`src/rtl/rs_syndrome.sv`:
```
// Streaming Reed-Solomon syndrome calculator.
// Horner-accumulates S_j = r(alpha^(FCR+j)) per received symbol.

package gf_pkg;

  localparam int SYMB_WIDTH = 8;
  localparam int T_VAL      = 8;
  localparam int ROOTS_NUM  = 2 * T_VAL;
  localparam int GF_ORDER   = (1 << SYMB_WIDTH) - 1;

  localparam logic [SYMB_WIDTH:0] PRIM_POLY = 9'h11D;

  typedef logic [SYMB_WIDTH-1:0] symb_t;
  typedef symb_t [ROOTS_NUM-1:0] syn_t;

  // Shift-and-add multiply, reducing by the field polynomial each step
  function automatic symb_t gf_mult(
    input symb_t a,
    input symb_t b
  );
    symb_t p;
    symb_t x;
    p = '0;
    x = a;
    for (int i = 0; i < SYMB_WIDTH; i++) begin
      if (b[i])
        p = p ^ x;
      if (x[SYMB_WIDTH-1])
        x = (x << 1) ^ PRIM_POLY[SYMB_WIDTH-1:0];
      else
        x = x << 1;
    end
    return p;
  endfunction

  // alpha^e for any integer exponent
  function automatic symb_t gf_pow(input int e);
    symb_t r;
    int    n;
    r = symb_t'(1);
    n = e % GF_ORDER;
    if (n < 0)
      n = n + GF_ORDER;
    for (int i = 0; i < n; i++)
      r = gf_mult(r, symb_t'(2));
    return r;
  endfunction

  // Consecutive roots alpha^(fcr+j)
  function automatic syn_t gf_roots(input int fcr);
    syn_t r;
    for (int j = 0; j < ROOTS_NUM; j++)
      r[j] = gf_pow(fcr + j);
    return r;
  endfunction

endpackage

module rs_syndrome
  import gf_pkg::*;
#(
  parameter int N_LEN = 255,
  parameter int FCR   = 0
) (
  input  logic                  aclk,
  input  logic                  areset,
  input  logic [SYMB_WIDTH-1:0] s_tdata,
  input  logic                  s_tvalid,
  input  logic                  s_tlast,
  output logic                  s_tready,
  output syn_t                  syndrome,
  output logic                  syndrome_vld,
  output logic                  syndrome_nonzero,
  output logic                  frame_err
);

  localparam int CW = $clog2(N_LEN);

  localparam logic [CW-1:0] LAST = CW'(N_LEN - 1);

  localparam syn_t ROOTS = gf_roots(FCR);

  typedef enum logic [1:0] {
    IDLE,
    ACCUM,
    DROP
  } state_t;

  state_t        state;
  state_t        state_n;
  logic [CW-1:0] cnt;
  logic [CW-1:0] cnt_n;
  syn_t          acc;
  syn_t          acc_next;
  logic          beat;
  logic          acc_en;
  logic          syn_ld;
  logic          err_n;

  // Never back-pressure; only blocked while reset is held
  assign s_tready = ~areset;
  assign beat     = s_tvalid & s_tready;

  // Horner step; first beat of a frame starts from zero
  always_comb begin
    acc_next = '0;
    for (int j = 0; j < ROOTS_NUM; j++) begin
      if (state == IDLE)
        acc_next[j] = s_tdata;
      else
        acc_next[j] = gf_mult(acc[j], ROOTS[j]) ^ s_tdata;
    end
  end

  // Frame-length FSM: next state, counter and output strobes
  always_comb begin
    state_n = state;
    cnt_n   = cnt;
    acc_en  = 1'b0;
    syn_ld  = 1'b0;
    err_n   = 1'b0;
    unique case (state)
      IDLE: begin
        if (beat) begin
          acc_en = 1'b1;
          if (s_tlast) begin
            err_n = 1'b1;
          end else begin
            state_n = ACCUM;
            cnt_n   = CW'(1);
          end
        end
      end
      ACCUM: begin
        if (beat) begin
          if (cnt == LAST) begin
            cnt_n = '0;
            if (s_tlast) begin
              acc_en  = 1'b1;
              syn_ld  = 1'b1;
              state_n = IDLE;
            end else begin
              state_n = DROP;
            end
          end else if (s_tlast) begin
            err_n   = 1'b1;
            cnt_n   = '0;
            state_n = IDLE;
          end else begin
            acc_en = 1'b1;
            cnt_n  = cnt + CW'(1);
          end
        end
      end
      DROP: begin
        if (beat && s_tlast) begin
          err_n   = 1'b1;
          cnt_n   = '0;
          state_n = IDLE;
        end
      end
      default: begin
        state_n = IDLE;
        cnt_n   = '0;
      end
    endcase
  end

  // State and symbol counter
  always_ff @(posedge aclk or posedge areset) begin
    if (areset) begin
      state <= IDLE;
      cnt   <= '0;
    end else begin
      state <= state_n;
      cnt   <= cnt_n;
    end
  end

  // Syndrome accumulators
  always_ff @(posedge aclk or posedge areset) begin
    if (areset)
      acc <= '0;
    else if (acc_en)
      acc <= acc_next;
  end

  // Registered syndrome vector and one-cycle strobes
  always_ff @(posedge aclk or posedge areset) begin
    if (areset) begin
      syndrome         <= '0;
      syndrome_vld     <= 1'b0;
      syndrome_nonzero <= 1'b0;
      frame_err        <= 1'b0;
    end else begin
      syndrome_vld     <= syn_ld;
      syndrome_nonzero <= syn_ld & (|acc_next);
      frame_err        <= err_n;
      if (syn_ld)
        syndrome <= acc_next;
    end
  end

endmodule

```
`config.mk`:
```
export PLATFORM = sky130hd
export DESIGN_NAME = rs_syndrome
export DESIGN_NICKNAME = d
export VERILOG_FILES = /design/src/rtl/rs_syndrome.sv
export SDC_FILE = /design/constraint.sdc
export NUM_CORES = 1
export LEC_CHECK = 0
export ABC_AREA = 1
export CORE_MARGIN = 1.5
export CORE_UTILIZATION = 59
export DETAILED_ROUTE_END_ITERATION = 6
export HOLD_SLACK_MARGIN = 0.1
export PLACE_DENSITY = 0.81
export SETUP_SLACK_MARGIN = 0.3
export SYNTH_ARGS = -nofsm -noshare
export SYNTH_HDL_FRONTEND = slang
export SYNTH_SLANG_ARGS = --single-unit
export TNS_END_PERCENT = 50
```
`constraint.sdc`:
```
create_clock -name aclk -period 10.1 [get_ports aclk]
set_clock_uncertainty 0.1 [all_clocks]
set_input_delay 1.515 -clock aclk [delete_from_list [all_inputs] [get_ports aclk]]
set_output_delay 1.515 -clock aclk [all_outputs]
set_load 0.005 [all_outputs]
```
# --- After elaboration in Yosys (flattened, before gate mapping) ---
# Index checks and enable logic that the tools add are counted.
word_totals:
  reg_bits: 269
  inputBits: 12
  output_inout_bits: 132
op_classes:
  addsub: 1
  n_eq_ne: 8
  mux: 223
  bitwise: 115
  n_reduce_logical: 5
op_table:
  columns: ["cell", "count"]
  rows:
  - ["two-way mux 8 bit", 127]
  - ["two-way mux 5 bit", 73]
  - ["XOR 8 bit", 39]
  - ["NOT 4 bit", 73]
  - ["OR reduction 128 bit", 1]
  - ["one-hot mux 8 bit (3 select lines)", 1]
  - ["two-way mux 2 bit", 7]
  - ["two-way mux 1 bit", 12]
  - ["adder 8 x 1 -> 8 bit (second input constant)", 1]
  - ["== test 8 bit (second input constant)", 1]
  - ["inequality test 2 bit (second input constant)", 4]
  - ["one-hot mux 2 bit (3 select lines)", 1]
  - ["AND reduction 5 bit", 1]
  - ["AND reduction 4 bit", 1]
  - ["inequality test 3 bit (second input constant)", 1]
  - ["one-hot mux 1 bit (3 select lines)", 1]
  - ["bitwise AND 1 bit", 2]
  - ["== test 2 x 1 -> 1 bit (second input constant)", 1]
  - ["== test 2 bit (second input constant)", 1]
  - ["zero test 2 bit", 1]
  - ["one-hot mux 1 bit (2 select lines)", 1]
  - ["logical AND 1 bit", 1]
  - ["NOT 1 bit", 1]

# --- Longest topological paths before layout ---
# Gate-level depths: netlist of run 1.
logic_depth:
  depth_word: 27
  ltp_mapped: 21

# --- Worst setup path before layout of run 1 ---
# OpenSTA, ideal clock, no wires.
synth_timing:
  path_kind: "input -> register"
  from: "input areset"
  to: "register acc[106] in the netlist's numbering"
  setup_ns: 0.082
  t_arrival_ns: 8.971
  path_slack_ns: 0.947
  cell_stages: 9
  n_path_buf: 2
  cell_sequence: "inv_1 > nand2_1 > nor2_1 > inv_1 > a21oi_1 > clkbuf_1 > buf_1 > nor2_1 > a31oi_1"
synth_between:
  elab_chain_len: 4
synth_rtl:
  columns: ["item", "line_no", "source"]
  rows:
  - ["from (decl)", "66", "input logic areset,"]
  - ["NOT 1 bit (*)", "101", "assign s_tready = ~areset;"]
  - ["bitwise AND 1 bit (*)", "102", "assign beat = s_tvalid & s_tready;"]
  - ["two-way mux 1 bit, on equally long branches", "135, 124", null]
  - ["one-hot mux 1 bit (2 select lines) (*)", "122", "unique case (state)"]
  - ["to (signal assigned)", "185", "acc <= acc_next;"]
  - ["to (decl)", "93", "syn_t acc;"]
# Every way passes the cells marked *; elsewhere a longest branch is shown, timed or not.
# A chain may end at the register's enable or synchronous reset.

# --- Worst setup path in the final report of run 1 ---
layout_timing:
  from: "input areset"
  to: "output s_tready"
layout_between:
  elab_chain_len: 1
layout_rtl:
  columns: ["item", "line_no", "source"]
  rows:
  - ["NOT 1 bit", "101", null]
  - ["to (decl)", "70", "output logic s_tready,"]
# No other way between the ends.

==> results of run 1 <==
## final cells by class
cell class / instances / share of cell area [%]
Inverter: 187 / 3.64
Clock inverter: 10 / 0.544
Timing Repair Buffer: 164 / 8.12
Multi-Input combinational cell: 2016 / 46.2
Sequential cell: 269 / 34.4
Tap cell: 378 / 2.42
Clock buffer: 46 / 4.66
## worst reg2reg max path, cell delays in order, from the launching register on
cell and delay [ns]:
dfrtp_1 0.45, inv_2 0.13, nand2_8 0.58, buf_4 0.79, nand2_1 0.15, xor2_1 0.28, nand2_1 0.11, nor2_1 0.12
nand2_1 0.12, nor2_1 0.13, nand3_1 0.15, nor2_1 0.28, nand3_1 0.13, nor2_1 0.12, nand2_1 0.05, nor2_1 0.12
nor2_1 0.06
## cell families after synthesis
kind of cell             share of synthesized area (%)
AO/OA/AOI/OAI                                     8.23
buffers and inverters                             7.36
AND/OR/NAND/NOR                                   40.1
flip-flops                                        39.6
adder cells (fa/ha/maj)                          0.442
XOR/XNOR                                          4.28
## synthesized netlist by cell type (5+ instances only)
cell type	instances
nand2_1	1181
dfrtp_1	269
nand3_1	237
o21ai_0	176
inv_1	174
nor2_1	156
nand4_1	82
xor2_1	68
a31oi_1	67
buf_2	43
clkbuf_1	43
xnor2_1	15
buf_1	14
buf_4	11
inv_2	11
ha_1	6
a21oi_1	5
## path summary, 6_finish.rpt
check                                      from                    endpoint  slack, ns  depth (start not counted)
setup reg to reg           state[0]$_DFFE_PP0P_  syndrome_nonzero$_DFF_PP0_       6.07                         16
hold reg to reg              acc[7]$_DFFE_PP0P_          acc[7]$_DFFE_PP0P_       0.37                          2
hold / removal               acc[7]$_DFFE_PP0P_          acc[7]$_DFFE_PP0P_       0.37                          2
max in group asynchronous                areset    syndrome[94]$_DFFE_PP0P_       7.11                          3
setup / recovery                         areset                    s_tready       5.31                          3
min in group asynchronous                areset          cnt[2]$_DFFE_PP0P_       1.36                          2
## stage by stage
step           setup slack (ns)  util, %  power (uW)
3_5_place_dp               4.78     66.0        5270
6_report                   5.31     69.6        6510
2_1_floorplan             0.947        -        4510
5_1_grt                    4.99     69.6        7130
3_3_place_gp               4.94     66.0        5160
4_1_cts                    5.23     69.6        6440
## state kept, by name, indices dropped and copies added, names as in the netlist
name              cells
acc                 128
syndrome            128
cnt                   8
state                 2
frame_err             1
syndrome_nonzero      1
syndrome_vld          1
## where the power goes
| part | leakage (uW) | switching [uW] | internal (uW) |
|---|---|---|---|
| Combinational | 0.00601 | 2550 | 1140 |
| Clock | 0.000504 | 464 | 670 |
| Sequential | 0.00354 | 358 | 1330 |
## per-layer routing
metal / share of wire, % / global-route usage [%]
met5: 0 / 0
met4: 5.5 / 17.0
met3: 8.7 / 4.93
met2: 45 / 56.9
met1: 41 / 47.2
==> impl_metrics.csv, run 1 <==
group,metric,value,unit
run_status,status,"finished, final reports clean",
drt,drtPass1Iterations,6,
critical_path,worstSetupPathType,"in2out",
drt,drc,0,
flow_run,drv_cap,0,
critical_path,end_kind,"output pin",
finish,final_cell_count_no_fill,3070,
synthesis,syn_avg_cell_area,6.56,sq um
cts,numCtsBuffers,31,
place,hpwl,35300,um
synthesis,mappedNetlistArea,17000,sq um
timing,final.min_clock_period,4.79,ns
timing,fin_setup_tns,0,ns
drt,drt-initial-drc-count,1711,
cts,cts_tree,"done",
place,place_congestion,0.942,
timing,tightest_slew,1.07,ns
place,io_buffers,143,
critical_path,path_common_cell,"clkdlybuf4s50_1",
critical_path,worst_setup_path_start_kind,"primary input",
floorplanning,die_x,173,um
cts,insertion_delay,0.58,ns
cts,clk_pin_slew_worst_paths,0.06,ns
timing,slew_viol_final,0,
place,placed_area,18500,sq um
critical_path,critical_path_required,8.49,ns
critical_path,crit_chain,"clkdlybuf4s50_1 > inv_8 > clkdlybuf4s50_1",
synthesis,syn_nets,2606,
synthesis,ys_warn_count,0,
timing,grt_setup_unrepaired,"no",
synthesis,syn-instance-count,2588,
synthesis,synth_edf_count,0,
critical_path,crit_buf_inv,3,
timing,fmax,0.209,GHz
drt,num_vias,17700,
cts,post_cts_resized,0,
global_route,grtUsageTotal,35.4,%
synthesis,synth_top_area_cell,"dfrtp_1",
finish,regArea,6730,sq um
global_route,grt_first_pass_wirelength,85700,um
place,dp_cells,3014,
cts,htreeDepth,1,
timing,final-setup-viol-count,0,
floorplanning,row_count,61,
finish,drive_above_1_share,3.38,%
power_and_ir_drop,powerDensity,333,nW/um^2
cts,cts_root_buf,"clkbuf_16",
min_path,hold_path.class,"reg2reg",
synthesis,synth_top_area_share,39.6,%
finish,final_common_cell,"nand2_1",
drt,routed_via_density,5.76,
synthesis,ys.flop_type,"dfrtp_1",
finish,num_antenna_cells,0,
floorplanning,io_pins,144,
power_and_ir_drop,power.leakage,0.0101,uW
power_and_ir_drop,irDropWorstVdd,0.229,mV
global_route,grt-ovfl-total,0,
critical_path,path_max_fanout,101,
finish,nNetsFinal,2687,
finish,mostFrequentLayoutCells,"1181 x nand2_1, 269 x dfrtp_1, 236 x nand3_1, 176 x o21ai_0, 172 x inv_1",
cts,cts_sinks,269,
synthesis,yosysSeqAreaShare,39.6,%
timing,relSlewSlack,28.8,%
finish,final_area,19600,sq um
timing,hold_viol,0,
drt,post_drt_wl_per_cell,17.2,um
drt,routed_wl,52800,um
critical_path,cp_top_family,"buffers and inverters",
critical_path,cp_slowest_stage_delay,0.63,ns
synthesis,synth_cell_types,32,
floorplanning,dieArea,29800,sq um
finish,nFillCells,2482,
global_route,grt_max_degree,139,
drt,ant_nets,0,
finish,areaGrowthSynthToFinish,15.1,%
floorplanning,fp.dieH,173,um
synthesis,synth_seq_cells,269,
timing,post-route-period-util,47.5,%
synthesis,netlist_top_cells_area,"dfrtp_1 40%, nand2_1 26%, nand3_1 7.0%, o21ai_0 5.2%, inv_1 3.8%",
floorplanning,start_util,60.5,%
cts,cts_buffer_depth,3,
synthesis,ys_async_sr_fraction,100,%
cts,holdBufCountCts,0,
cts,post_cts_buffers,0,
critical_path,cpMaxStageDelayCell,"clkdlybuf4s50_1",
global_route,antenna_found_initial,0,
global_route,grt_pass1_vias,16600,
floorplanning,coreArea,28100,sq um
timing,hold-worst-slack,0.373,ns
critical_path,arrival,3.18,ns
finish,multiInputGateArea,9040,sq um
Note: power is estimated with default switching activity, not from simulation.
==> run 2: changes to the inputs <==
Settings changed: CORE_UTILIZATION 59 to 54, PLACE_DENSITY 0.81 to 0.78.
Clock period 10.1 ns to 4.28 ns, I/O delays scaled along.
==> run 2 against run 1 <==
The flow now finishes with violations (DRC). Count of clock-buffer cells in the layout down 3. Cell area up 0.86%. Largest cell class unchanged. Critical path type is now reg2reg. Global-route usage is 2.3 points lower. Total power grew 140%. Combinational power grew 140%. Non-clock buffer count increased by 6. Routed wire length up 2.2%. First-iteration DRC count shrank 6.8%. Highest routed layer unchanged. Cell count grew 0.78%.
==> impl_metrics.csv, run 2 (synthesis gave the netlist of run 1 again) <==
group,metric,value,unit
floorplanning,start_util,55.2,%
power_and_ir_drop,power,15600,uW
global_route,use_met1,45.2,%
timing,hold_viol,0,
cts,post_cts_buffers,0,
place,place_ws,0.849,ns
finish,largestRegisters,"acc: 128 flops, syndrome: 128 flops, cnt: 8 flops",
finish,nNetsFinal,2692,
global_route,grt_busiest_layer,"met2",
global_route,antenna_found_initial,0,
critical_path,ff2ff_setup_slack,1.07,ns
cts,cts_root_buf,"clkbuf_16",
finish,mostFrequentLayoutCells,"1181 x nand2_1, 269 x dfrtp_1, 236 x nand3_1, 171 x inv_1, 156 x nor2_1",
finish,final_cell_count_no_fill,3094,
place,hpwl,37500,um
place,io_buffers,143,
floorplanning,dieArea,32500,sq um
drt,num_vias,17600,
power_and_ir_drop,powerDensity,791,nW/um^2
run_status,status,"complete, but fails checks",
floorplanning,fp.dieH,180,um
finish,num_antenna_cells,0,
drt,drt-initial-drc-count,1595,
timing,final-setup-viol-count,0,
timing,tightest_slew,1.11,ns
floorplanning,coreArea,30700,sq um
drt,routed_via_density,5.69,
timing,fmax,0.311,GHz
place,dp_cells,3038,
critical_path,end_kind,"register",
place,place_congestion,0.956,
critical_path,path_max_fanout,108,
global_route,grt-ovfl-total,0,
floorplanning,row_count,64,
finish,drive_above_1_share,3.67,%
global_route,grt_use_met2,53.8,%
floorplanning,io_pins,144,
cts,holdBufCountCts,0,
global_route,grt_first_pass_wirelength,85900,um
cts,numCtsBuffers,30,
cts,post_cts_resized,0,
finish,final_common_cell,"nand2_1",
power_and_ir_drop,power.leakage,0.0101,uW
power_and_ir_drop,irDropWorstVdd,0.725,mV
critical_path,arrival,3.56,ns
timing,slew_viol_final,0,
min_path,hold_path.class,"reg2reg",
cts,cts_buffer_depth,3,
global_route,grt_max_degree,158,
timing,worst_slack,1.07,ns
drt,drc,8,
timing,fin_setup_tns,0,ns
timing,relSlewSlack,25.8,%
cts,insertion_delay,0.60,ns
global_route,grt_pass1_vias,16100,
critical_path,worstSetupPathType,"reg2reg",
finish,nFillCells,2833,
floorplanning,die_x,180,um
timing,post-route-period-util,75.1,%
drt,drtPass1Iterations,7,
flow_run,drv_cap,0,
timing,final.min_clock_period,3.21,ns
cts,cts_tree,"done",
drt,routed_wl,53900,um
finish,areaGrowthSynthToFinish,16.1,%
critical_path,critical_path_required,4.63,ns
drt,post_drt_wl_per_cell,17.4,um
cts,clk_pin_slew_worst_paths,0.06,ns
cts,cts_sinks,269,
timing,grt_setup_unrepaired,"no",
run_status,violations,"DRC",
drt,ant_nets,0,
cts,htreeDepth,1,
global_route,grt_util_met3,4.02,%
critical_path,worst_setup_path_start_kind,"register",
global_route,grtUsageTotal,33.0,%
[run 2: changes by cell type in the layout (fill, tap and decap cells not counted), sizes merged]
cell      before  now
buf           21   27
bufinv         2    4
clkbuf        46   43
clkinv         8    7
clkinvlp       1    5
inv          186  184
[run 2: cell type report]
cell class                 count  area [sq um]  share of cell area (%)
clock buffer                  43           870                    4.41
tap                          396           495                    2.51
sequential                   269          6730                    34.1
timing repair buffer         170          1680                    8.54
inverter                     187           708                    3.59
multi-input combinational   2016          9040                    45.8
clock inverter                13           204                    1.03
[run 2: worst max-delay path, cell delays in order (launching register included)]
cell	delay (ns)
dfrtp_1	0.46
inv_2	0.13
nand2_8	0.49
buf_4	0.54
nand3_1	0.13
nand2_1	0.07
nand2_1	0.06
inv_1	0.12
nand3_1	0.08
nor2_1	0.15
nand2_1	0.07
nor2_1	0.10
nand3_1	0.13
nor2_1	0.13
nand2_1	0.06
nor2_1	0.08
nor2_1	0.04
[run 2: routing by layer]
| layer | vias to the layer above | wire length [um] | part of all wire [%] |
|---|---|---|---|
| li1 | 8507 | - | - |
| met3 | 137 | 4050 | 7.5 |
| met5 | - | 0 | 0 |
| met4 | 0 | 2180 | 4.0 |
| met2 | 733 | 24800 | 46 |
| met1 | 8242 | 22900 | 42 |
[run 2: through the flow]
stage	utilization [%]	hold slack, ns	area [sq um]
after global placement	60.7	0.359	18700
after floorplan	-	0.342	17200
after global routing	64.2	0.384	19700
final	64.2	0.371	19700
after detailed placement	60.7	0.363	18700
after CTS	64.2	0.376	19700
[run 2: worst paths after layout]
| kind | start | to | cells past startpoint |
|---|---|---|---|
| max reg2reg | state[0]$_DFFE_PP0P_ | syndrome_nonzero$_DFF_PP0_ | 16 |
| min reg2reg | acc[4]$_DFFE_PP0P_ | acc[4]$_DFFE_PP0P_ | 2 |
| min | acc[4]$_DFFE_PP0P_ | acc[4]$_DFFE_PP0P_ | 2 |
| min in group asynchronous | areset | state[0]$_DFFE_PP0P_ | 3 |
| max | state[0]$_DFFE_PP0P_ | syndrome_nonzero$_DFF_PP0_ | 16 |
| max in group asynchronous | areset | acc[90]$_DFFE_PP0P_ | 4 |
[run 2: report_power, final]
part | total (uW) | leakage (uW) | internal [uW] | switching, uW
clock network | 2790 | 0.000511 | 1660 | 1130
logic | 8830 | 0.00606 | 2730 | 6100
registers | 4000 | 0.00354 | 3140 | 853
